==> config.mk <==
export PLATFORM = sky130hd
export DESIGN_NAME = seg_scan_driver_flat
export DESIGN_NICKNAME = d
export VERILOG_FILES = /design/src/rtl/seg_scan_driver_if.sv /design/src/rtl/seg_scan_driver.sv /design/src/flat_wrapper.sv
export SDC_FILE = /design/constraint.sdc
export NUM_CORES = 1
export LEC_CHECK = 0
export CAP_MARGIN = 10
export CORE_MARGIN = 10
export CORE_UTILIZATION = 52
export CTS_CLUSTER_DIAMETER = 200
export DETAILED_ROUTE_END_ITERATION = 10
export HOLD_SLACK_MARGIN = 0.03
export PLACE_DENSITY = 0.8
export SLEW_MARGIN = 20
export SYNTH_ARGS = -nofsm -noshare
export SYNTH_HDL_FRONTEND = slang
export SYNTH_SLANG_ARGS = --single-unit
==> constraint.sdc <==
create_clock -name clk -period 3.3 [get_ports clk]
set_input_delay 0.33 -clock clk [delete_from_list [all_inputs] [get_ports clk]]
set_output_delay 0.33 -clock clk [all_outputs]
set_load 0.02 [all_outputs]
==> src/rtl/seg_scan_driver_if.sv <==
// Display-driver bus: the CPU side writes digit data and strobes load, the
// driver side returns the multiplexed pins and the frame-boundary pulse.
//   data       : 4*DIGITS hex nibbles, digit 0 in data[3:0]
//   dp, blank  : per-digit decimal point / forced blank
//   lz_en      : leading-zero suppression enable
//   load       : one-cycle strobe capturing data/dp/blank/lz_en
//   segan_en   : digit enables (one active at a time)
//   segans     : segments {dp,g,f,e,d,c,b,a}
//   frame_done : one-cycle pulse after the scan wraps to digit 0
interface seg_scan_driver_if #(
  parameter int DIGITS = 4
);
  logic [4*DIGITS-1:0] data;
  logic [DIGITS-1:0]   dp;
  logic [DIGITS-1:0]   blank;
  logic                lz_en;
  logic                load;
  logic [DIGITS-1:0]   segan_en;
  logic [7:0]          segans;
  logic                frame_done;

  modport master (
    output data, dp, blank, lz_en, load,
    input  segan_en, segans, frame_done
  );

  modport slave (
    input  data, dp, blank, lz_en, load,
    output segan_en, segans, frame_done
  );
endinterface

==> src/rtl/seg_scan_driver.sv <==
// Time-multiplexed seven-segment driver with a tear-free double buffer.
// A prescaler produces one tick every CLK_DIV cycles; each tick advances the
// digit index and registers the enable/segment pattern for the new digit.
// New display contents are staged in a pending buffer and only move to the
// active buffer when the scan wraps back to digit 0.
// Ports:
//   clk   : system clock, rising edge
//   reset : synchronous, active-low
//   bus   : seg_scan_driver_if.slave (data/dp/blank/lz_en/load in,
//           segan_en/segans/frame_done out)
module seg_scan_driver #(
  parameter int DIGITS         = 4,
  parameter int CLK_DIV        = 100000,
  parameter int EN_ACTIVE_LOW  = 1,
  parameter int SEG_ACTIVE_LOW = 1
) (
  input logic               clk,
  input logic               reset,
  seg_scan_driver_if.slave  bus
);
  localparam int IDX_W = $clog2(DIGITS);
  localparam int CNT_W = $clog2(CLK_DIV);
  localparam logic [DIGITS-1:0] EN_OFF  = (EN_ACTIVE_LOW != 0) ? {DIGITS{1'b1}} : {DIGITS{1'b0}};
  localparam logic [7:0]        SEG_OFF = (SEG_ACTIVE_LOW != 0) ? 8'hFF : 8'h00;

  function automatic logic [7:0] hex_decode(input logic [3:0] n);
    logic [7:0] s;
    case (n)
      4'h0: s = 8'h3F;  4'h1: s = 8'h06;  4'h2: s = 8'h5B;  4'h3: s = 8'h4F;
      4'h4: s = 8'h66;  4'h5: s = 8'h6D;  4'h6: s = 8'h7D;  4'h7: s = 8'h07;
      4'h8: s = 8'h7F;  4'h9: s = 8'h6F;  4'hA: s = 8'h77;  4'hB: s = 8'h7C;
      4'hC: s = 8'h39;  4'hD: s = 8'h5E;  4'hE: s = 8'h79;  default: s = 8'h71;
    endcase
    return s;
  endfunction

  function automatic logic [7:0] seg_pol(input logic [7:0] s);
    return (SEG_ACTIVE_LOW != 0) ? ~s : s;
  endfunction

  function automatic logic [DIGITS-1:0] en_pol(input logic [DIGITS-1:0] e);
    return (EN_ACTIVE_LOW != 0) ? ~e : e;
  endfunction

  logic [CNT_W-1:0]    cnt;
  logic [IDX_W-1:0]    idx;
  logic [4*DIGITS-1:0] act_data, pend_data, nx_data;
  logic [DIGITS-1:0]   act_dp, pend_dp, nx_dp;
  logic [DIGITS-1:0]   act_blank, pend_blank, nx_blank;
  logic                act_lz, pend_lz, nx_lz;
  logic                pend_vld;
  logic                frame_done_p1;
  logic [DIGITS-1:0]   en_p1;
  logic [7:0]          seg_p1;

  logic                vld_p0;
  logic                wrap_p0;
  logic [IDX_W-1:0]    idx_nxt_p0;
  logic [DIGITS-1:0]   supp_p0;
  logic                run_zero;
  logic [3:0]          nib_p0;
  logic                off_p0;
  logic [7:0]          seg_raw_p0;
  logic [DIGITS-1:0]   en_raw_p0;

  // ---- stage p0: tick detect, buffer select and digit decode ----
  assign vld_p0     = (cnt == CNT_W'(CLK_DIV - 1));
  assign wrap_p0    = vld_p0 && (idx == IDX_W'(DIGITS - 1));
  assign idx_nxt_p0 = wrap_p0 ? '0 : idx + IDX_W'(1);

  // The decode must see the buffer that becomes active on the wrap tick, so
  // digit 0 of a new frame already shows freshly committed data.
  always_comb begin
    nx_data  = act_data;
    nx_dp    = act_dp;
    nx_blank = act_blank;
    nx_lz    = act_lz;
    if (wrap_p0 && bus.load) begin
      nx_data  = bus.data;
      nx_dp    = bus.dp;
      nx_blank = bus.blank;
      nx_lz    = bus.lz_en;
    end else if (wrap_p0 && pend_vld) begin
      nx_data  = pend_data;
      nx_dp    = pend_dp;
      nx_blank = pend_blank;
      nx_lz    = pend_lz;
    end
  end

  // Scan from the top digit down; a digit is suppressed while every nibble
  // from the top down to it is zero. Digit 0 is never suppressed.
  always_comb begin
    run_zero = 1'b1;
    supp_p0  = '0;
    for (int i = DIGITS - 1; i >= 1; i--) begin
      run_zero   = run_zero & (nx_data[4*i +: 4] == 4'h0);
      supp_p0[i] = run_zero & nx_lz;
    end
  end

  assign nib_p0     = 4'(nx_data >> {idx_nxt_p0, 2'b00});
  assign off_p0     = nx_blank[idx_nxt_p0] | supp_p0[idx_nxt_p0];
  assign seg_raw_p0 = hex_decode(nib_p0) | {nx_dp[idx_nxt_p0], 7'b0};
  assign en_raw_p0  = DIGITS'(1) << idx_nxt_p0;

  // ---- stage p1: registered pins, buffers and scan state ----
  always_ff @(posedge clk) begin
    if (!reset) begin
      cnt           <= '0;
      idx           <= '0;
      act_data      <= '0;
      act_dp        <= '0;
      act_blank     <= '0;
      act_lz        <= 1'b0;
      pend_data     <= '0;
      pend_dp       <= '0;
      pend_blank    <= '0;
      pend_lz       <= 1'b0;
      pend_vld      <= 1'b0;
      frame_done_p1 <= 1'b0;
      en_p1         <= EN_OFF;
      seg_p1        <= SEG_OFF;
    end else begin
      cnt           <= vld_p0 ? '0 : cnt + CNT_W'(1);
      frame_done_p1 <= wrap_p0;
      if (vld_p0) begin
        idx    <= idx_nxt_p0;
        en_p1  <= off_p0 ? EN_OFF  : en_pol(en_raw_p0);
        seg_p1 <= off_p0 ? SEG_OFF : seg_pol(seg_raw_p0);
      end
      if (wrap_p0) begin
        act_data  <= nx_data;
        act_dp    <= nx_dp;
        act_blank <= nx_blank;
        act_lz    <= nx_lz;
        pend_vld  <= 1'b0;
      end else if (bus.load) begin
        pend_data  <= bus.data;
        pend_dp    <= bus.dp;
        pend_blank <= bus.blank;
        pend_lz    <= bus.lz_en;
        pend_vld   <= 1'b1;
      end
    end
  end

  assign bus.segan_en   = en_p1;
  assign bus.segans     = seg_p1;
  assign bus.frame_done = frame_done_p1;
endmodule

==> src/flat_wrapper.sv <==
// flat-port wrapper written by rule: the top's interface ports become plain ports
module seg_scan_driver_flat 
#(
  parameter int DIGITS         = 4,
  parameter int CLK_DIV        = 100000,
  parameter int EN_ACTIVE_LOW  = 1,
  parameter int SEG_ACTIVE_LOW = 1
)
  (clk, reset, bus_data, bus_dp, bus_blank, bus_lz_en, bus_load, bus_segan_en, bus_segans, bus_frame_done);
  seg_scan_driver_if #(.DIGITS(DIGITS)) bus_i ();
  input logic clk;
  input logic reset;
  input wire logic [$bits(bus_i.data)-1:0] bus_data;
  input wire logic [$bits(bus_i.dp)-1:0] bus_dp;
  input wire logic [$bits(bus_i.blank)-1:0] bus_blank;
  input wire logic [$bits(bus_i.lz_en)-1:0] bus_lz_en;
  input wire logic [$bits(bus_i.load)-1:0] bus_load;
  output wire logic [$bits(bus_i.segan_en)-1:0] bus_segan_en;
  output wire logic [$bits(bus_i.segans)-1:0] bus_segans;
  output wire logic [$bits(bus_i.frame_done)-1:0] bus_frame_done;
  assign bus_i.data = bus_data;
  assign bus_i.dp = bus_dp;
  assign bus_i.blank = bus_blank;
  assign bus_i.lz_en = bus_lz_en;
  assign bus_i.load = bus_load;
  assign bus_segan_en = bus_i.segan_en;
  assign bus_segans = bus_i.segans;
  assign bus_frame_done = bus_i.frame_done;
  seg_scan_driver #(.DIGITS(DIGITS), .CLK_DIV(CLK_DIV), .EN_ACTIVE_LOW(EN_ACTIVE_LOW), .SEG_ACTIVE_LOW(SEG_ACTIVE_LOW)) u_core (.clk(clk), .reset(reset), .bus(bus_i));
endmodule
==> results.toml, run 1 <==
[sta]
hold_viol = 0
drv_slew = 0
setup_ws_ns = -0.0508
rsz0062_at_grt = "true"
fin_crit_ns = 3.35
skew_ns = 0.0157
slew_headroom_pct = 50.1
fin_crit_sh_pct = 102
worst_pin_slew_ns = 0.748
whs_ns = 0.459
setup-violations-final = 6
fmax_mhz = 298

[floorplanning]
die_x_um = 110
start_util_pct = 54.2
design.die.area_um2 = 12100
design.portCount = 41
core-area_um2 = 7810
die_h_um = 110
rows = 32

[yosys]
synth_top_area_cell = "dfxtp_1"
yosysTopAreaCellShare_pct = 39.3
synth_area_per_cell_um2 = 7.85
synth_edf_count = 0
ys_warn_count = 0
synth_area_um2 = 4230
ys_seq_elements = 83
synth.net_count = 578
synth.distinct_cells = 63
synth_area_leaders = "dfxtp_1, a21oi_1, nand2_1"
seq_area_frac_synth_pct = 39.3
async_flop_share_pct = 0
synthCells = 539
synth_ff_type = "dfxtp_1"

[grt]
grt_pass1_vias = 3889
grt_pass1_wl_um = 18200
grt_overflow = 0
antenna_found_initial = 0
grt_max_degree = 48
grt_usage_pct = 18.4

[placed_design]
placed_cells = 673
hpwl_um = 8010
dpl_cell_area_um2 = 4810
pre_cts_slack_ns = 0.0286
globalplace.congestion = 0.913
io_buffers = 40

[cts]
cts_buffers = 9
cts_sinks = 83
clk_path_buf_depth = 2
cts_tree = "done"
htreeDepth = 3
root_buffer = "clkbuf_8"
clk_latency_ns = 0.36
hold_buffers = 0
clk_pin_slew_worst_paths_ns = 0.09

[cells_and_area]
drive_above_1_share_pct = 14.7
area_growth_pct = 23.1
design_area_um2 = 5200
fillers = 665
n_antenna_cell = 0
nets = 639
finalNonFillerCells = 707

[routing]
dr_total_vias = 4182
first_iter_violations = 307
dr.pass1.iters = 5
drc_errors = 0
wl_per_cell_um = 16.4
detail_route.vias_per_cell = 5.92
ant_nets = 0
totalWireLength_um = 11600

[flow_run]
drv_cap = 0

[min_path]
min_from = "u_core.pend_blank[3]"
min-delay-path-class = "register to register"

[power]
internal_power_w = 0.00137
peakVddDrop_uv = 221
p_clk_share_pct = 36.0
switching_share_pct = 26.0
p_leak_nw = 1.97
power_density_nw_per_um2 = 355
seq_power_share_pct = 56.1
combPwrFrac_pct = 7.9
netSwitchingPower_w = 0.000481

[worst_setup_path]
worstPathArrival_ns = 3.61
critPathRequiredTime_ns = 3.56
crit_fanout = 6
critPathLaunch = "u_core.cnt[11]"
regToRegStartpoint = "u_core.cnt[11]"
critical_path_class = "register to register"
startpoint_type = "register"
crit_path_end_kind = "register"

[run_status]
outcome = "finished, violations left"
violations = "setup timing"
-- registers in the layout (all words and copies together) (netlist names) --
name / flops
u_core.pend_lz: 1
u_core.pend_dp: 4
u_core.act_dp: 4
u_core.act_data: 16
u_core.bus.frame_done: 1
u_core.pend_vld: 1
u_core.pend_data: 16
u_core.cnt: 17
u_core.bus.segan_en: 4
u_core.act_blank: 4
u_core.pend_blank: 4
u_core.bus.segans: 8
u_core.act_lz: 1
u_core.idx: 2
-- cells by family after synthesis --
kind of cell | Yosys count | share of synthesized area, %
and+or+nand+nor | 225 | 27.0
AOI/OAI and AO/OA | 143 | 20.1
buffers and inverters | 55 | 5.47
muxes | 9 | 2.16
adders and majority gates | 11 | 3.25
xor gates and xnor gates | 13 | 2.69
DFF | 83 | 39.3
-- timing repair --
| action | 4_1_cts | 5_1_grt |
|---|---|---|
| resized for setup | 0 | 18 |
| buffers inserted | 0 | 17 |
| endpoints found under the setup margin | 0 | 7 |
-- stage by stage --
stage	total power, W	TNS (ns)	util [%]
after global routing	0.00192	-0.851	66.7
after global placement	0.00120	0	61.6
after floorplan	0.00114	0	-
final	0.00185	-0.155	66.7
after CTS	0.00186	0	63.9
after detailed placement	0.00121	0	61.6
-- layout by cell type (no fill, tap or decap), types with 5 or more instances in the layout --
master / n
a211oi_1: 8
a21oi_1: 64
and2_1: 7
and3_1: 7
buf_4: 38
clkbuf_8: 9
clkdlybuf4s50_1: 40
dfxtp_1: 79
ha_1: 8
inv_1: 21
mux2i_1: 8
nand2_1: 75
nand3_1: 11
nor2_1: 61
nor2b_1: 6
nor3_1: 7
nor3b_1: 10
o21ai_0: 23
o22ai_1: 16
or3_1: 5
xor2_1: 9
-- power groups by stage --
stage | sequential (W) | combinational, W | clock (W)
finish | 0.00104 | 0.000147 | 0.000665
global route | 0.00104 | 0.000162 | 0.000712
CTS | 0.00104 | 0.000145 | 0.000677
detailed placement | 0.00106 | 0.000144 | 0
global placement | 0.00106 | 0.000141 | 0
floorplan | 0.00105 | 0.0000831 | 0
-- synth_stat cells, types with 9 or more instances --
cell and n:
nor2_1 62, ha_1 11, nor3b_1 10, o22ai_1 16
o21ai_0 23, a21oi_1 67, dfxtp_1 83, inv_1 21
nand3_1 11, clkbuf_1 25, xor2_1 9, nand2_1 75
-- area by class of cell --
type                       instances  area [um^2]  area share (%)
clock buffer                      10          128            2.45
timing repair buffer              82          739            14.2
tap                              102          128            2.45
inverter                          22         82.6            1.59
clock inverter                     6         50.0           0.962
multi-input combinational        402         2410            46.3
sequential                        83         1670            32.0
-- critical path, cell delays in order (launching register included) --
cell	delay (ns)
dfxtp_2	0.34
or4b_4	0.55
or4_4	0.61
nor4_4	0.39
nor2_1	0.13
a21oi_2	0.15
o211ai_1	0.24
buf_4	0.22
ha_4	0.23
mux2i_1	0.12
o221ai_1	0.15
o21a_1	0.13
-- worst paths after layout --
| path | to | slack, ns | cells after the start |
|---|---|---|---|
| max | u_core.bus.segans[1] | -0.05 | 11 |
| min | u_core.pend_blank[3] | 0.46 | 2 |
| max reg2reg | u_core.bus.segans[1] | -0.05 | 11 |
| min reg2reg | u_core.pend_blank[3] | 0.46 | 2 |
-- metal layers --
layer | share of wire [%] | wire, um | GRT usage (%)
met1 | 43 | 5000 | 23.4
met2 | 46 | 5370 | 29.9
met3 | 7.4 | 854 | 3.25
met5 | 0 | 0 | 0
met4 | 3.2 | 369 | 8.07
Note: power is estimated with default switching activity, not from simulation.
==> inputs of run 2 (changes only) <==
Settings changed: CORE_UTILIZATION 52 to 57, DONT_BUFFER_PORTS set to 1, PLACE_DENSITY 0.8 to 0.78.
==> run 2 against run 1 <==
  * The flow still finishes with violations (setup timing)
  * Power increased by 3.5%
  * Sequential power about the same
  * Worst setup slack better by 0.039 ns
  * Non-clock buffer count decreased by 44
  * Design area is 7.9% lower
  * Worst hold slack worse by 0.37 ns
  * Utilization is 0.23 points lower
  * Sequential cell count stayed put
  * Register-to-register slack improved by 0.04 ns
==> results.toml, run 2 (same netlist as run 1, synthesis figures left out) <==
[routing]
first_iter_violations = 303
detail_route.vias_per_cell = 5.99
drc_errors = 0
dr.pass1.iters = 7
totalWireLength_um = 11300
dr_total_vias = 3951
wl_per_cell_um = 17.1
ant_nets = 0

[cells_and_area]
drive_above_1_share_pct = 15.5
final_common_cell = "dfxtp_1"
final_cell_mix = "dfxtp_1, nand2_1, nor2_1, a21oi_1, buf_4"
area_growth_pct = 13.3
largestRegisters = "u_core.cnt: 17 flops, u_core.act_data: 16 flops, u_core.pend_data: 16 flops"
largest_reg_flops = 17
design_area_um2 = 4790
nets = 595
n_antenna_cell = 0
utilization_pct = 66.4
regMostFlops = "u_core.cnt"
finalNonFillerCells = 660

[power]
internal_power_w = 0.00144
seq_power_share_pct = 54.1
netSwitchingPower_w = 0.000477
switching_share_pct = 24.9
p_leak_nw = 1.79
combPwrFrac_pct = 5.3
peakVddDrop_uv = 218
power_density_nw_per_um2 = 400
p_clk_share_pct = 40.6

[sta]
hold_viol = 0
skew_ns = 0.0166
worst_pin_slew_ns = 0.570
rsz0062_at_grt = "true"
slew_headroom_pct = 61.5
tns_ns = -0.0116
fmax_mhz = 302
setup_ws_ns = -0.0116
drv_slew = 0
setup-violations-final = 1
fin_crit_ns = 3.31
fin_crit_sh_pct = 100

[run_status]
outcome = "finished, violations left"
violations = "setup timing"

[worst_setup_path]
crit_end = "u_core.bus.segans[1]"
crit_path_end_kind = "register"
critPathLaunch = "u_core.cnt[8]"
critPathRequiredTime_ns = 3.55
critical_path_class = "register to register"
worstPathArrival_ns = 3.56
ff2ff_path_depth = 10
regToRegStartpoint = "u_core.cnt[8]"
crit_fanout = 6
r2r_setup_slack_ns = -0.01
rr_endpoint = "u_core.bus.segans[1]"
startpoint_type = "register"

[placed_design]
globalplace.congestion = 0.936
dpl_cell_area_um2 = 4380
pre_cts_slack_ns = -0.0483
hpwl_um = 7600
io_buffers = 0
placed_cells = 628

[cts]
cts_tree = "done"
clk_path_buf_depth = 2
root_buffer = "clkbuf_8"
clk_pin_slew_worst_paths_ns = 0.10
htreeDepth = 3
cts_sinks = 83
hold_buffers = 0
cts_buffers = 9
clk_latency_ns = 0.36

[floorplanning]
start_util_pct = 58.6
rows = 31
die_x_um = 106
die_h_um = 106
design.die.area_um2 = 11300
design.portCount = 41
core-area_um2 = 7210

[flow_run]
drv_cap = 0

[grt]
grt_usage_pct = 18.7
grt_max_degree = 48
grt_overflow = 0
grt_pass1_vias = 3571
grt_pass1_wl_um = 17500
antenna_found_initial = 0

[min_path]
min-delay-path-class = "primary input to register"
-- run 2: cell types whose count changed in the layout (fill, tap and decap cells not counted), sizes merged --
cell           before  now
bufinv              0    1
clkinv              4    1
inv                22   24
clkdlybuf4s50      40    0
buf                41   37
-- run 2: per-layer routing --
metal	up-vias	global-route usage (%)	share of wire [%]
met5	-	0	0
met4	0	5.51	1.1
met3	18	4.89	9.0
met2	161	30.4	48
met1	1855	23.8	42
li1	1917	-	-
-- run 2: power groups by stage --
stage	clock [W]	sequential, W	combinational (W)
6_report	0.000777	0.00104	0.000101
5_1_grt	0.000825	0.00104	0.000113
4_1_cts	0.000782	0.00104	0.0000999
3_5_place_dp	0	0.00106	0.0000992
3_3_place_gp	0	0.00106	0.0000962
2_1_floorplan	0	0.00105	0.0000831
-- run 2: stage by stage --
stage	total power, W	hold slack, ns
after floorplan	0.00114	0.430
after global placement	0.00116	0.439
after detailed placement	0.00116	0.444
after CTS	0.00192	0.0893
after global routing	0.00198	0.0884
final	0.00192	0.0931
-- run 2: how the worst min path moves through the flow --
stage | slack [ns] | endpoint | from | depth (start not counted)
finish | 0.09 | u_core.pend_dp[1] | bus_dp[1] | 2
global route | 0.09 | u_core.act_data[1] | reset | 1
CTS | 0.09 | u_core.act_data[10] | reset | 2
detailed placement | 0.44 | u_core.pend_blank[2] | u_core.pend_blank[2] | 2
global placement | 0.44 | u_core.pend_blank[3] | u_core.pend_blank[3] | 2
floorplan | 0.43 | u_core.cnt[0] | u_core.cnt[0] | 1
-- run 2: repair_timing --
action,in CTS,in global routing
pin swaps,1,8
buffers inserted,0,14
endpoints found under the setup margin,5,7
gates resized for setup,0,22
gates cloned,0,2
-- run 2: worst max-delay path, cell delays in order, from the launching register on --
cell      delay [ns]
dfxtp_2         0.34
or4b_4          0.53
or4_4           0.58
nor4_4          0.45
nor2_1          0.11
a21oi_2         0.13
o211ai_1        0.26
ha_1            0.40
mux2i_1         0.15
o221ai_1        0.14
o21a_1          0.12
-- run 2: area by class of cell --
class / count / area (um^2)
clock buffer: 10 / 138
clock inverter: 6 / 71.3
fill: 616 / 2420
inverter: 22 / 82.6
multi-input combinational: 402 / 2420
sequential: 83 / 1670
tap: 99 / 124
timing repair buffer: 38 / 293
